File: src/rtl/switches_seq.sv
// Switch-sequence bomb module: the player sets the switches to N_STEPS target patterns in order.
// Optional input debouncing is enabled by defining SWITCHES_DEBOUNCE_EN.
module switches_seq #(
  parameter logic [3:0] MODULE_ADDRESS  = 4'd0,
  parameter int         N_SW            = 6,
  parameter int         N_STEPS         = 4,
  parameter int         VER_W           = 2,
  // Entry (v,s) sits at bit (v*N_STEPS+s)*N_SW; listed from v3/s3 down to v0/s0.
  parameter logic [(2**VER_W)*N_STEPS*N_SW-1:0] COND_TABLE = {
    6'b011110, 6'b001001, 6'b000001, 6'b100001,
    6'b111111, 6'b000100, 6'b010100, 6'b010000,
    6'b110000, 6'b100011, 6'b000011, 6'b000001,
    6'b101011, 6'b100000, 6'b010010, 6'b001000},
  parameter int         DEBOUNCE_CYCLES = 270000
) (
  input  logic                             clock,
  input  logic                             reset,
  input  logic [3:0]                       enable,
  input  logic [3:0]                       rng_output,
  input  logic [N_SW-1:0]                  switches,
  output logic                             strike,
  output logic                             module_defused,
  output logic [VER_W-1:0]                 version,
  output logic                             rng_enable,
  output logic [$clog2(N_STEPS+1)-1:0]     step
);

  localparam int STEP_W = $clog2(N_STEPS+1);
  localparam int N_ENT  = (2**VER_W) * N_STEPS;
  localparam logic [STEP_W-1:0] LAST_STEP = STEP_W'(N_STEPS-1);

  typedef enum logic [2:0] {IDLE, SETUP, LATCH, ARMED, DEFUSED} state_t;

  state_t            state, state_next;
  logic [N_SW-1:0]   sw_meta, sw_sync, sw_s, sw_prev;
  logic [N_SW-1:0]   target, bad;
  logic [VER_W-1:0]  version_next;
  logic [STEP_W-1:0] step_next;
  logic              strike_pend, pend_next;
  logic              active;
  logic              unused_rng;

  // Only the low VER_W bits of the shared RNG select a version.
  assign unused_rng = ^rng_output;

  // NOTE: non-blocking assignments so every flop samples pre-edge values and the chain shifts one stage per edge.
  always_ff @(posedge clock or posedge reset) begin
    if (reset) begin
      sw_meta <= '0;
      sw_sync <= '0;
    end else begin
      sw_meta <= switches;
      sw_sync <= sw_meta;
    end
  end

`ifdef SWITCHES_DEBOUNCE_EN
  localparam int CNT_W = $clog2(DEBOUNCE_CYCLES+1);
  localparam logic [CNT_W-1:0] CNT_MAX = CNT_W'(DEBOUNCE_CYCLES-1);

  logic [N_SW-1:0]  sw_cand, sw_deb;
  logic [CNT_W-1:0] stable_cnt;

  // Any change of the synchronised value restarts the stability count.
  always_ff @(posedge clock or posedge reset) begin
    if (reset) begin
      sw_cand    <= '0;
      sw_deb     <= '0;
      stable_cnt <= '0;
    end else if (sw_sync != sw_cand) begin
      sw_cand    <= sw_sync;
      stable_cnt <= '0;
    end else if (stable_cnt == CNT_MAX) begin
      sw_deb <= sw_cand;
    end else begin
      stable_cnt <= stable_cnt + 1'b1;
    end
  end

  assign sw_s = sw_deb;
`else
  localparam int unused_debounce = DEBOUNCE_CYCLES;
  assign sw_s = sw_sync;
`endif

  always_ff @(posedge clock or posedge reset) begin
    if (reset) sw_prev <= '0;
    else       sw_prev <= sw_s;
  end

  assign active = (enable == MODULE_ADDRESS);

  // NOTE: every always_comb output gets a default first so no latch is inferred.
  always_comb begin
    target = '0;
    for (int i = 0; i < N_ENT; i++) begin
      if (i == int'(version) * N_STEPS + int'(step)) target = COND_TABLE[i*N_SW +: N_SW];
    end
  end

  // A toggle is wrong when the bit just moved and now disagrees with the target.
  assign bad = (sw_s ^ sw_prev) & (sw_s ^ target);

  always_comb begin
    state_next   = state;
    version_next = version;
    step_next    = step;
    pend_next    = 1'b0;
    case (state)
      IDLE:  if (active) state_next = SETUP;
      SETUP: state_next = LATCH;
      LATCH: begin
        version_next = rng_output[VER_W-1:0];
        step_next    = '0;
        state_next   = ARMED;
      end
      ARMED: begin
        if (active) begin
          if (|bad) begin
            pend_next = 1'b1;
          end else if (sw_s == target) begin
            step_next = step + 1'b1;
            if (step == LAST_STEP) state_next = DEFUSED;
          end
        end
      end
      DEFUSED: state_next = DEFUSED;
      default: state_next = IDLE;
    endcase
  end

  always_ff @(posedge clock or posedge reset) begin
    if (reset) begin
      state       <= IDLE;
      version     <= '0;
      step        <= '0;
      strike_pend <= 1'b0;
      strike      <= 1'b0;
    end else begin
      state       <= state_next;
      version     <= version_next;
      step        <= step_next;
      strike_pend <= pend_next;
      strike      <= strike_pend;
    end
  end

  assign rng_enable     = (state == SETUP);
  assign module_defused = (state == DEFUSED);

endmodule
File: config.mk
export PLATFORM = sky130hd
export DESIGN_NAME = switches_seq
export DESIGN_NICKNAME = d
export VERILOG_FILES = /design/src/rtl/switches_seq.sv
export SDC_FILE = /design/constraint.sdc
export NUM_CORES = 1
export LEC_CHECK = 0
export CAP_MARGIN = 20
export CORE_AREA = 2 2 63 80
export DETAILED_ROUTE_END_ITERATION = 10
export DIE_AREA = 0 0 65 82
export PLACE_DENSITY_LB_ADDON = 0.08
export SLEW_MARGIN = 0
export SYNTH_ARGS = -nofsm -noshare
export SYNTH_HDL_FRONTEND = slang
export SYNTH_SLANG_ARGS = --single-unit
File: constraint.sdc
create_clock -name clock -period 3.25 [get_ports clock]
set_clock_uncertainty 0.2 [all_clocks]
set_input_delay 0.325 -clock clock [delete_from_list [all_inputs] [get_ports clock]]
set_output_delay 0.325 -clock clock [all_outputs]
set_load 0.01 [all_outputs]
==> run summary, run 1 <==
The flow ran to the end, and the final reports show no timing, DRC or antenna violations. The share of synthesized registers carrying an async set or reset came out at 100.0%. The post-synth net total came out at 175. The clock slew at the register clock pins of the worst setup and hold paths is 0.09 ns. The clock latency on the worst-skew pair came out at 0.27 ns. The number of instances in the synthesized netlist is 152.

The via count of the first global-routing pass came to 1190. The total of max-cap violations is 0. The total count of hold-check failures in the final report is 0.

Setup repair after global routing left no endpoint under its margin. Measured against its own limit, the worst slew margin works out to 68.26%. Clock tree synthesis inserted a total of 3 buffers. The met2 global-route usage is 22.37%. The total number of nets in the final design is 201. The final estimated routing congestion in global placement is 0.8049. The sequential power share is 47.5%. The number of failing setup endpoints in the final timing report is 0.

The number of remaining DRC errors came out at 0. The hold slack came out at 0.1216 ns. The placeable core region is 0.004589 sq mm.

In the layout the commonest cells are sky130_fd_sc_hd__dfrtp_1, sky130_fd_sc_hd__clkdlybuf4s50_1, sky130_fd_sc_hd__nor2_1, sky130_fd_sc_hd__nand2_1, sky130_fd_sc_hd__inv_1. After synthesis, the largest area contributor takes up 45.02% of total cell area. Row generation in the floorplan step produced 28 rows.

The internal power consumption is 0.6042 mW. The final antenna diode count came out at 0. The power per cell area came out at 409.3 mW/mm^2. CTS built an H-tree with a depth of 1.

Post-CTS timing repair inserted 0 buffers for setup. The type of origin of the critical path is a register. The combinational share of power came out at 18.9%. The final total negative setup slack came out at 0 ns. The minimum period implied by the final worst setup slack came out at 3.033 ns. The die span in y is 82 microns.

The detailed router finished its first iteration with 65 violations. The maximum root-to-sink buffer count is 2. The global-route track usage on met1 is 17.14%.

The post-synthesis cell type with the largest combined area is sky130_fd_sc_hd__dfrtp_1. For this run, the top clock speed supported by timing is 329.7 MHz. The register bit total from synthesis came out at 28. In the final routed layout, each cell accounts on average for 13.81 microns. The final critical-path share of the clock period is 93.32%. The total via count after detailed routing is 1249.

The fill cell instance count of the final layout is 456. The die outline width is 65 microns. Hold repair after CTS inserted 0 buffers.

Of the synthesized area, sequential elements account for 45.02%. The effective utilization at floorplan came out at 33.91%. The endpoint arrival time on the critical path is 2.96 ns. The count of antenna-violating nets left after detailed routing is 0. The residual overflow from global routing is 0. The maximum number of pins on one net before global-route repair came out at 29. The initial antenna violation count came to 0. TritonCTS built the clock tree. The worst-case vdd ir drop came out at 236.9 uV. The I/O pin count came out at 24. The switching power as a share of total power came out at 23.78%. The min-delay analysis places its worst path in the category input pin to asynchronous set/reset pin.

By area the synthesized netlist is led by sky130_fd_sc_hd__dfrtp_1, sky130_fd_sc_hd__ha_1, sky130_fd_sc_hd__nor2_1. The final wirelength came out at 3.274 mm. The cell chosen for the clock root is sky130_fd_sc_hd__clkbuf_8. The die area is 0.005330 sq mm. The share of post-route cells with drive strength above 1 is 12.99%.

The tree built by TritonCTS fans out to 28 sinks. The most common library cell in the layout ignoring fill and taps is sky130_fd_sc_hd__dfrtp_1. The maximum fanout encountered on the critical timing path is 6.

The commonest register cell after synthesis is sky130_fd_sc_hd__dfrtp_1. The total of buffers placed on input and output ports came out at 21. The wire length of the first global-routing pass came out at 5.513 mm. The detail-routed via count per cell is 5.270.

In this run, the clock network consumes 33.6% of the power. Across every metal layer, demand over resource in global routing totals 13.42%. The Yosys warning count came out at 0.

Yosys mapped a number of flops with a built-in enable equal to 0. The kind of end point of the critical path is a register. The placed wire-length estimate after detailed placement came out at 2.496 mm. The leakage dissipation is 0.8235 nW. The average instance area after synthesis came out at 10.24 sq um. The first detailed-routing pass ran for 4 iterations. The critical setup path kind is register to register. Synthesis instantiated 53 different standard cells from the library. The global routing stage identified its most utilized layer as met2. The synthesized netlist occupies a cell area of 0.001556 sq mm. For the worst setup path, the data required time is 3.17 ns. For the pin with the worst max-slew slack, the measured transition is 0.4752 ns.

The net switching power came out at 0.1886 mW. The max-slew violation count is 0. For this run, global-route usage on met3 was measured as 1.644%. The area added between synthesis and finish came out at 24.44%.
## worst max-delay path: stages, from the launching register on
cell,delay (ns)
sky130_fd_sc_hd__dfrtp_1,0.43
sky130_fd_sc_hd__ha_1,0.22
sky130_fd_sc_hd__ha_1,0.30
sky130_fd_sc_hd__or4b_4,0.50
sky130_fd_sc_hd__a211oi_4,0.30
sky130_fd_sc_hd__xor2_1,0.12
sky130_fd_sc_hd__nor3_1,0.34
sky130_fd_sc_hd__and3_2,0.33
sky130_fd_sc_hd__a41oi_1,0.15
## flip-flops by register name, indices dropped and copies added (netlist names)
| signal | count |
|---|---|
| sw_meta | 6 |
| state | 3 |
| strike | 1 |
| version | 2 |
| step | 3 |
| strike_pend | 1 |
| sw_s | 6 |
| sw_prev | 6 |
## cell families after synthesis
family / after synthesis / synth area share [%]
xor gates and xnor gates: 2 / 1.126
muxes: 4 / 2.813
AOI/OAI and AO/OA: 36 / 18.25
DFF: 28 / 45.02
buffers and inverters: 15 / 5.144
adders and majority gates: 7 / 5.627
and+or+nand+nor: 60 / 22.03
## per-layer routing
metal | part of all wire (%) | wire (microns) | vias up
met4 | 1.4 | 47 | 0
met3 | 2.1 | 70 | 4
li1 | - | - | 608
met2 | 51 | 1666 | 20
met1 | 45 | 1489 | 617
met5 | 0 | 0 | -
## synth_stat cells (all sizes together), types with 2 or more instances
cell type / count
dfrtp: 28
nor2: 12
nand2: 9
inv: 8
ha: 7
nor2b: 7
a21oi: 6
nor3: 6
buf: 5
and3: 4
nand2b: 4
nor3b: 4
o21ai: 4
a211oi: 3
mux2: 3
nand4: 3
o221ai: 3
a311oi: 2
clkbuf: 2
nor4: 2
o21bai: 2
## final timing paths
kind,from,end,slack [ns],cells past startpoint
worst max-delay path,version[0],state[1],0.22,8
worst min-delay path,reset,sw_meta[2],0.12,2
worst max register to register,version[0],state[1],0.22,8
worst min register to register,sw_meta[2],sw_s[2],0.15,0
max in group asynchronous,reset,step[1],2.31,3
min in group clock,sw_meta[2],sw_s[2],0.15,0
## through the flow
step	setup slack, ns	total power, mW	cells	util (%)	area [sq um]
after detailed placement	0.1471	0.5291	232	40.02	1837
final	0.2172	0.7927	237	42.20	1937
after global placement	0.1854	0.5281	232	40.02	1837
after global routing	0.03203	0.8420	237	42.20	1937
after CTS	0.1296	0.7992	236	41.58	1908
after floorplan	0.4372	0.4780	152	-	1556
## repair_timing
action	in CTS	in global routing
gates resized for setup	0	1
endpoints found under the setup margin	0	4
hold endpoints to repair	0	0
## power groups by stage
stage          clock [mW]  sequential (mW)  combinational, mW
3_3_place_gp            0            0.383              0.145
6_report            0.267            0.377              0.149
5_1_grt             0.296            0.380              0.166
3_5_place_dp            0            0.384              0.145
4_1_cts             0.276            0.377              0.146
2_1_floorplan           0            0.382             0.0959
## area by class of cell
type | instances | area [sq um] | area share (%)
clock buffers | 3 | 41.29 | 2.132
well taps | 60 | 75.07 | 3.876
clock inverters | 1 | 30.03 | 1.550
multi-input cells | 109 | 777.0 | 40.12
flip-flops and latches | 28 | 700.7 | 36.18
repair buffers | 28 | 282.8 | 14.60
inverters | 8 | 30.03 | 1.550
Power figures use the tool's default switching activity.
==> inputs of run 2 (changes only) <==
--- a/config.mk
+++ b/config.mk
@@ -5,11 +5,9 @@
 export SDC_FILE = /design/constraint.sdc
 export NUM_CORES = 1
 export LEC_CHECK = 0
-export CAP_MARGIN = 20
 export CORE_AREA = 2 2 63 80
 export DETAILED_ROUTE_END_ITERATION = 10
 export DIE_AREA = 0 0 65 82
-export PLACE_DENSITY_LB_ADDON = 0.08
 export SLEW_MARGIN = 0
 export SYNTH_ARGS = -nofsm -noshare
 export SYNTH_HDL_FRONTEND = slang
==> constraint.sdc (replaced) <==
create_clock -name clock -period 3.2 [get_ports clock]
set_clock_uncertainty 0.2 [all_clocks]
set_input_delay 0.32 -clock clock [delete_from_list [all_inputs] [get_ports clock]]
set_output_delay 0.32 -clock clock [all_outputs]
set_load 0.01 [all_outputs]
==> run summary, run 2 (synthesis gave the netlist of run 1 again) <==
STA classifies the critical path startpoint as a register. The worst-case vdd ir drop is 318.9 uV (+35%). The via count of the first global-routing pass came out at 1242 (+4.4%). The total iterations of the first detailed-routing run came out at 4 (unchanged). The placeable core region came out at 0.004589 sq mm (unchanged). The number of buffers added by the clock tree synthesis step is 3 (unchanged). The total count of hold-check failures in the final report came out at 0 (unchanged).

The number of failing setup endpoints in the final timing report is 0 (unchanged). The maximum number of pins on one net before global-route repair is 29 (unchanged). The maximum root-to-sink buffer count came out at 2 (unchanged). The number of gates given a new drive strength after cts is 0 (unchanged). The cell chosen for the clock root is sky130_fd_sc_hd__clkbuf_8. The die outline width is 65 microns (unchanged). Among the stages of the critical path, the cell type that occurs most often is sky130_fd_sc_hd__ha_1. By startpoint and endpoint, the worst setup path is classified as register to register.

The final total negative setup slack was 0 ns (unchanged). The worst-margin pin slew came out at 1.037 ns (+0.5621 ns). The number of core rows is 28 (unchanged). The total of buffers placed on input and output ports came to 21 (unchanged). The DRC marker count from the first detailed-route iteration came to 28 (-57%). The number of hold buffers added after cts came out at 0 (unchanged). The final critical-path share of the clock period is 93.86% (+0.54 points). The top cell types in the final layout, fill and taps aside, are sky130_fd_sc_hd__dfrtp_1, sky130_fd_sc_hd__clkdlybuf4s50_1, sky130_fd_sc_hd__nor2_1, sky130_fd_sc_hd__nand2_1, sky130_fd_sc_hd__inv_1. The final antenna diode count came out at 0 (unchanged). TritonCTS built the clock tree. The peak clock frequency supported by timing was 333.0 MHz (+0.98%). The I/O pin count came out at 24 (unchanged). The final estimated routing congestion in global placement was 0.8009 (-0.50%). The utilization of the core after routing came out at 41.58% (-0.63 points). The final wirelength is 3.307 mm (+1.0%). The power per cell area came out at 423.1 mW/mm^2 (+3.4%). The maximum fanout encountered on the critical timing path was 8 (+2). The effective utilization at floorplan is 33.91% (unchanged). The flow ran to the end, and the final reports show no timing, DRC or antenna violations. The detail-routed via count per cell is 5.250 (-0.38%).

The clock latency on the worst-skew pair came to 0.28 ns (about the same). Traced cell by cell, the critical path runs through ha_1 > ha_1 > or4b_4 > a211oi_4 > xor2_1 > nor3_1 > and3_1 > o221ai_1. The detailed-route wire length per cell came to 14.01 microns (+1.4%). The minimum setup slack after placement came out at 0.1746 ns (+0.02750 ns). The peak per-stage delay on the critical path is 0.52 ns (+0.02 ns). The die area was 0.005330 sq mm (unchanged).

The total number of nets in the final design is 200 (-0.50%). The kind of end point of the critical path is a register. The max-slew violation count is 0 (unchanged). The endpoint arrival time on the critical path came to 2.95 ns (about the same). The leakage dissipation is 0.8114 nW (-1.5%). The placed wire-length estimate after detailed placement came to 2.519 mm (+0.93%). The die span in y came out at 82 microns (unchanged).

The normalized max-slew margin came out at 30.77% (-37 points). The minimum period implied by the final worst setup slack is 3.003 ns (-0.02940 ns). The worst hold path belongs to the class register to register. The buffers inserted during post-CTS setup optimization is 0 (unchanged). The initial antenna violation count came out at 0 (unchanged).

The cell area reported after detailed placement is 0.001837 sq mm (unchanged). The total via count after detailed routing came out at 1239 (-0.80%). Setup repair after global routing left no endpoint under its margin. The number of remaining DRC errors is 0 (unchanged). The wire length of the first global-routing pass is 5.589 mm (+1.4%). The residual overflow from global routing was 0 (unchanged).

The number of levels the H-tree was split into is 1 (unchanged). The count of antenna-violating nets left after detailed routing is 0 (unchanged). The power after layout came to 0.8074 mW (+1.8%). The most common library cell in the layout ignoring fill and taps is sky130_fd_sc_hd__dfrtp_1. The least setup slack across all paths after layout came out at 0.1966 ns (-0.02060 ns). The share of post-route cells with drive strength above 1 came to 11.93% (-1.1 points). The global-route usage over all layers came to 13.69% (+0.27 points). On the critical path, the stage with the largest delay is an instance of sky130_fd_sc_hd__or4b_4. The final design area excluding fillers is 0.001908 sq mm (-1.5%).

Compared with the post-synthesis result, the final layout area differs by 22.59%. The number of clock sinks seen by CTS is 28 (unchanged). The data required time at the worst endpoint is 3.14 ns (-0.03 ns). The clock slew at the register clock pins of the worst setup and hold paths came out at 0.09 ns (about the same).

The total of max-cap violations came to 0 (unchanged).
==> run 2: cell types whose count changed in the layout (fill, tap and decap cells not counted), sizes merged <==
cell,change
buf,-1
==> run 2: path summary, 6_finish.rpt <==
check / from / endpoint / slack, ns / cells after the start
worst max register to register: step[2] / step[0] / 0.20 / 8
min in group asynchronous: reset / sw_prev[5] / 0.39 / 2
worst max-delay path: step[2] / step[0] / 0.20 / 8
worst min register to register: sw_meta[2] / sw_s[2] / 0.16 / 0
worst min-delay path: sw_meta[2] / sw_s[2] / 0.16 / 0
max in group asynchronous: reset / sw_prev[3] / 1.79 / 2
==> run 2: cell type report <==
class / instances / area [sq um]
Inverter: 8 / 30.03
Fill cell: 433 / 2681
Clock inverter: 1 / 30.03
Timing Repair Buffer: 27 / 255.2
Multi-Input combinational cell: 109 / 775.7
Clock buffer: 3 / 41.29
Tap cell: 60 / 75.07
Sequential cell: 28 / 700.7
==> run 2: per-stage QoR <==
step           hold slack, ns  std cells
6_report               0.1568        236
5_1_grt                0.1631        236
4_1_cts                0.1607        236
3_5_place_dp           0.1371        232
3_3_place_gp           0.1339        232
2_1_floorplan          0.1312        152
==> run 2: power breakdown <==
part	internal (mW)	switching (mW)
combinational	0.0733	0.0754
clock	0.168	0.109
sequential	0.370	0.0126
total	0.611	0.197
==> run 2: critical path, delay by kind of cell (launching register included) <==
| kind | cells | cell delay [ns] |
|---|---|---|
| AND/OR/NAND/NOR | 3 | 1.13 |
| AO/OA/AOI/OAI | 2 | 0.44 |
| XOR/XNOR | 1 | 0.10 |
| flip-flops | 1 | 0.43 |
| adder cells (fa/ha/maj) | 2 | 0.57 |
==> run 2: layer usage <==
layer / global-route usage (%) / vias up / part of all wire [%]
met5: 0 / - / 0
met4: 6.383 / 0 / 2.1
met3: 1.644 / 5 / 2.1
met2: 25.88 / 28 / 54
met1: 15.18 / 608 / 42
li1: - / 598 / -
==> inputs of run 3 (changes only) <==
--- a/config.mk
+++ b/config.mk
@@ -5,9 +5,10 @@
 export SDC_FILE = /design/constraint.sdc
 export NUM_CORES = 1
 export LEC_CHECK = 0
-export CORE_AREA = 2 2 63 80
+export CORE_AREA = 2 2 53 67
 export DETAILED_ROUTE_END_ITERATION = 10
-export DIE_AREA = 0 0 65 82
+export DIE_AREA = 0 0 55 69
+export PLACE_DENSITY = 0.85
 export SLEW_MARGIN = 0
 export SYNTH_ARGS = -nofsm -noshare
 export SYNTH_HDL_FRONTEND = slang
==> run summary, run 3 (synthesis gave the netlist of run 1 again) <==
The wire length of the first global-routing pass is 5.319 mm (-4.8%). The die span in y came out at 69 microns (-16%). The peak clock frequency supported by timing is 333.2 MHz (about the same). The worst-case vdd ir drop came to 385.0 uV (+21%). The cell with the biggest individual delay on the critical path is sky130_fd_sc_hd__or4b_4. The total of buffers placed on input and output ports came out at 21 (unchanged).

The endpoint arrival time on the critical path is 2.93 ns (-0.02 ns). The DRC marker count from the first detailed-route iteration came out at 40 (+43%). The clock slew at the register clock pins of the worst setup and hold paths is 0.09 ns (about the same).

The type of origin of the critical path is a register. The data required time at the worst endpoint was 3.12 ns (-0.02 ns). Setup repair after global routing left no endpoint under its margin.

The total of max-cap violations came out at 0 (unchanged). Walking the worst path, the cells encountered are inv_1 > ha_1 > or4b_4 > a211oi_4 > xor2_1 > nor3_1 > and3_2 > o221ai_1. The minimum period implied by the final worst setup slack came out at 3.002 ns (-0.001835 ns). The maximum fanout encountered on the critical timing path was 9 (+1). The setup slack on the worst flop-to-flop path came to 0.20 ns (about the same).

The initial antenna violation count is 0 (unchanged). The via count of the first global-routing pass is 1256 (+1.1%). The final critical-path share of the clock period is 93.80% (about the same). The number of levels the H-tree was split into was 1 (unchanged). The flow ran to the end, and the final reports show no timing, DRC or antenna violations. In the layout the commonest cells are sky130_fd_sc_hd__dfrtp_1, sky130_fd_sc_hd__clkdlybuf4s50_1, sky130_fd_sc_hd__nor2_1, sky130_fd_sc_hd__nand2_1, sky130_fd_sc_hd__inv_1. The I/O pin count came out at 24 (unchanged). The final estimated routing congestion in global placement is 0.8574 (+7.1%). The total count of hold-check failures in the final report is 0 (unchanged). The number of failing setup endpoints in the final timing report is 0 (unchanged). The leakage dissipation came to 0.7936 nW (-2.2%).

The cell area reported after detailed placement is 0.001793 sq mm (-2.4%). The effective utilization at floorplan is 49.17% (+15 points). The total iterations of the first detailed-routing run is 5 (+1).

The die outline width came out at 55 microns (-15%). The detailed-route wire length per cell came out at 14.97 microns (+6.8%). Leaving out fill and tap cells, the most frequent cell in the layout is sky130_fd_sc_hd__dfrtp_1.

The clock latency on the worst-skew pair came out at 0.27 ns (about the same). The final wirelength is 3.159 mm (-4.5%). The area added between synthesis and finish came out at 18.81%. The final total negative setup slack is 0 ns (unchanged). The count of antenna-violating nets left after detailed routing came out at 0 (unchanged). The critical setup path kind is register to register.

The number of remaining DRC errors is 0 (unchanged). The number of buffers added by the clock tree synthesis step was 3 (unchanged). The least setup slack across all paths after layout is 0.1984 ns (+0.001835 ns). The number of core rows is 23 (-18%). The cell sitting at the root of the clock tree is a sky130_fd_sc_hd__clkbuf_8. The total via count after detailed routing is 1247 (+0.65%). The max-slew violation count came out at 0 (unchanged). The worst-margin pin slew came out at 1.020 ns (-0.01681 ns). The residual overflow from global routing came out at 0 (unchanged). The final antenna diode count is 0 (unchanged). The detail-routed via count per cell is 5.910 (+13%). The final design area excluding fillers came out at 0.001849 sq mm (-3.1%). The number of clock sinks seen by CTS came to 28 (unchanged).

The maximum root-to-sink buffer count came out at 2 (unchanged). The die area came out at 0.003795 sq mm (-29%). The global-route usage over all layers came out at 18.80% (+5.1 points). The number of hold buffers added after cts is 0 (unchanged). The maximum number of pins on one net before global-route repair is 29 (unchanged). TritonCTS built the clock tree.

The fill cell instance count of the final layout came to 273 (-37%). STA classifies the critical path endpoint as a register. The peak per-stage delay on the critical path is 0.58 ns (+0.06 ns).

The number of cells in the finished layout apart from fillers came out at 211 (-11%). The min-delay analysis places its worst path in the category register to register. The total number of nets in the final design came out at 198 (-1.0%).

The placed wire-length estimate after detailed placement is 2.400 mm (-4.7%). The normalized max-slew margin came to 31.89% (+1.1 points). The share of post-route cells with drive strength above 1 came to 11.49% (-0.44 points). The placeable core region came to 0.003166 sq mm (-31%).

The power per cell area came out at 400.3 mW/mm^2 (-5.4%). The minimum setup slack after placement came out at 0.1634 ns (-0.01122 ns). The instance count after placement with tap cells included is 207 (-11%).
[run 3: final cells by class]
| type | count | area (sq um) | share of cell area, % |
|---|---|---|---|
| multi-input combinational | 109 | 777.0 | 42.02 |
| sequential | 28 | 700.7 | 37.89 |
| timing repair buffer | 25 | 240.2 | 12.99 |
| clock buffer | 4 | 55.05 | 2.977 |
| tap | 37 | 46.29 | 2.503 |
| inverter | 8 | 30.03 | 1.624 |
[run 3: repair_timing]
item | in CTS | in global routing
resized for setup | 0 | 1
setup buffers | 0 | 0
setup endpoints to repair | 0 | 4
[run 3: critical path: cells and delay by family (launching register included)]
kind | cells | cell delay (ns)
XOR/XNOR | 1 | 0.11
flip-flops | 1 | 0.42
adder cells (fa/ha/maj) | 1 | 0.32
buffers and inverters | 1 | 0.11
AO/OA/AOI/OAI | 2 | 0.45
AND/OR/NAND/NOR | 3 | 1.25
[run 3: per-stage QoR]
stage / utilization, % / hold WS (ns) / power (mW)
5_1_grt: 58.42 / 0.1646 / 0.7765
6_report: 58.42 / 0.1546 / 0.7403
3_3_place_gp: 56.64 / 0.1333 / 0.5283
4_1_cts: 58.38 / 0.1555 / 0.7426
3_5_place_dp: 56.64 / 0.1347 / 0.5335
2_1_floorplan: - / 0.1312 / 0.4855
[run 3: path summary, 6_finish.rpt]
| path | start | endpoint | cells after the start |
|---|---|---|---|
| hold / removal | sw_meta[1] | sw_s[1] | 0 |
| setup reg to reg | step[0] | step[1] | 8 |
| max in group asynchronous | reset | version[1] | 2 |
| hold reg to reg | sw_meta[1] | sw_s[1] | 0 |
| setup / recovery | step[0] | step[1] | 8 |
| min in group asynchronous | reset | sw_meta[1] | 2 |
[run 3: per-layer routing]
metal  wire length (microns)  up-vias  GRT usage [%]  part of all wire [%]
met5                       0        -              0                     0
met2                    1637       37          29.23                    52
li1                        -      602              -                     -
met4                      91        0          9.756                   2.9
met3                     109       10          2.381                   3.5
met1                    1320      598          24.82                    42
[run 3: power by group]
| part | leakage [nW] | internal, mW | switching, mW |
|---|---|---|---|
| Clock | 0.0288 | 0.110 | 0.102 |
| Combinational | 0.432 | 0.0717 | 0.0739 |
| Sequential | 0.333 | 0.370 | 0.0127 |
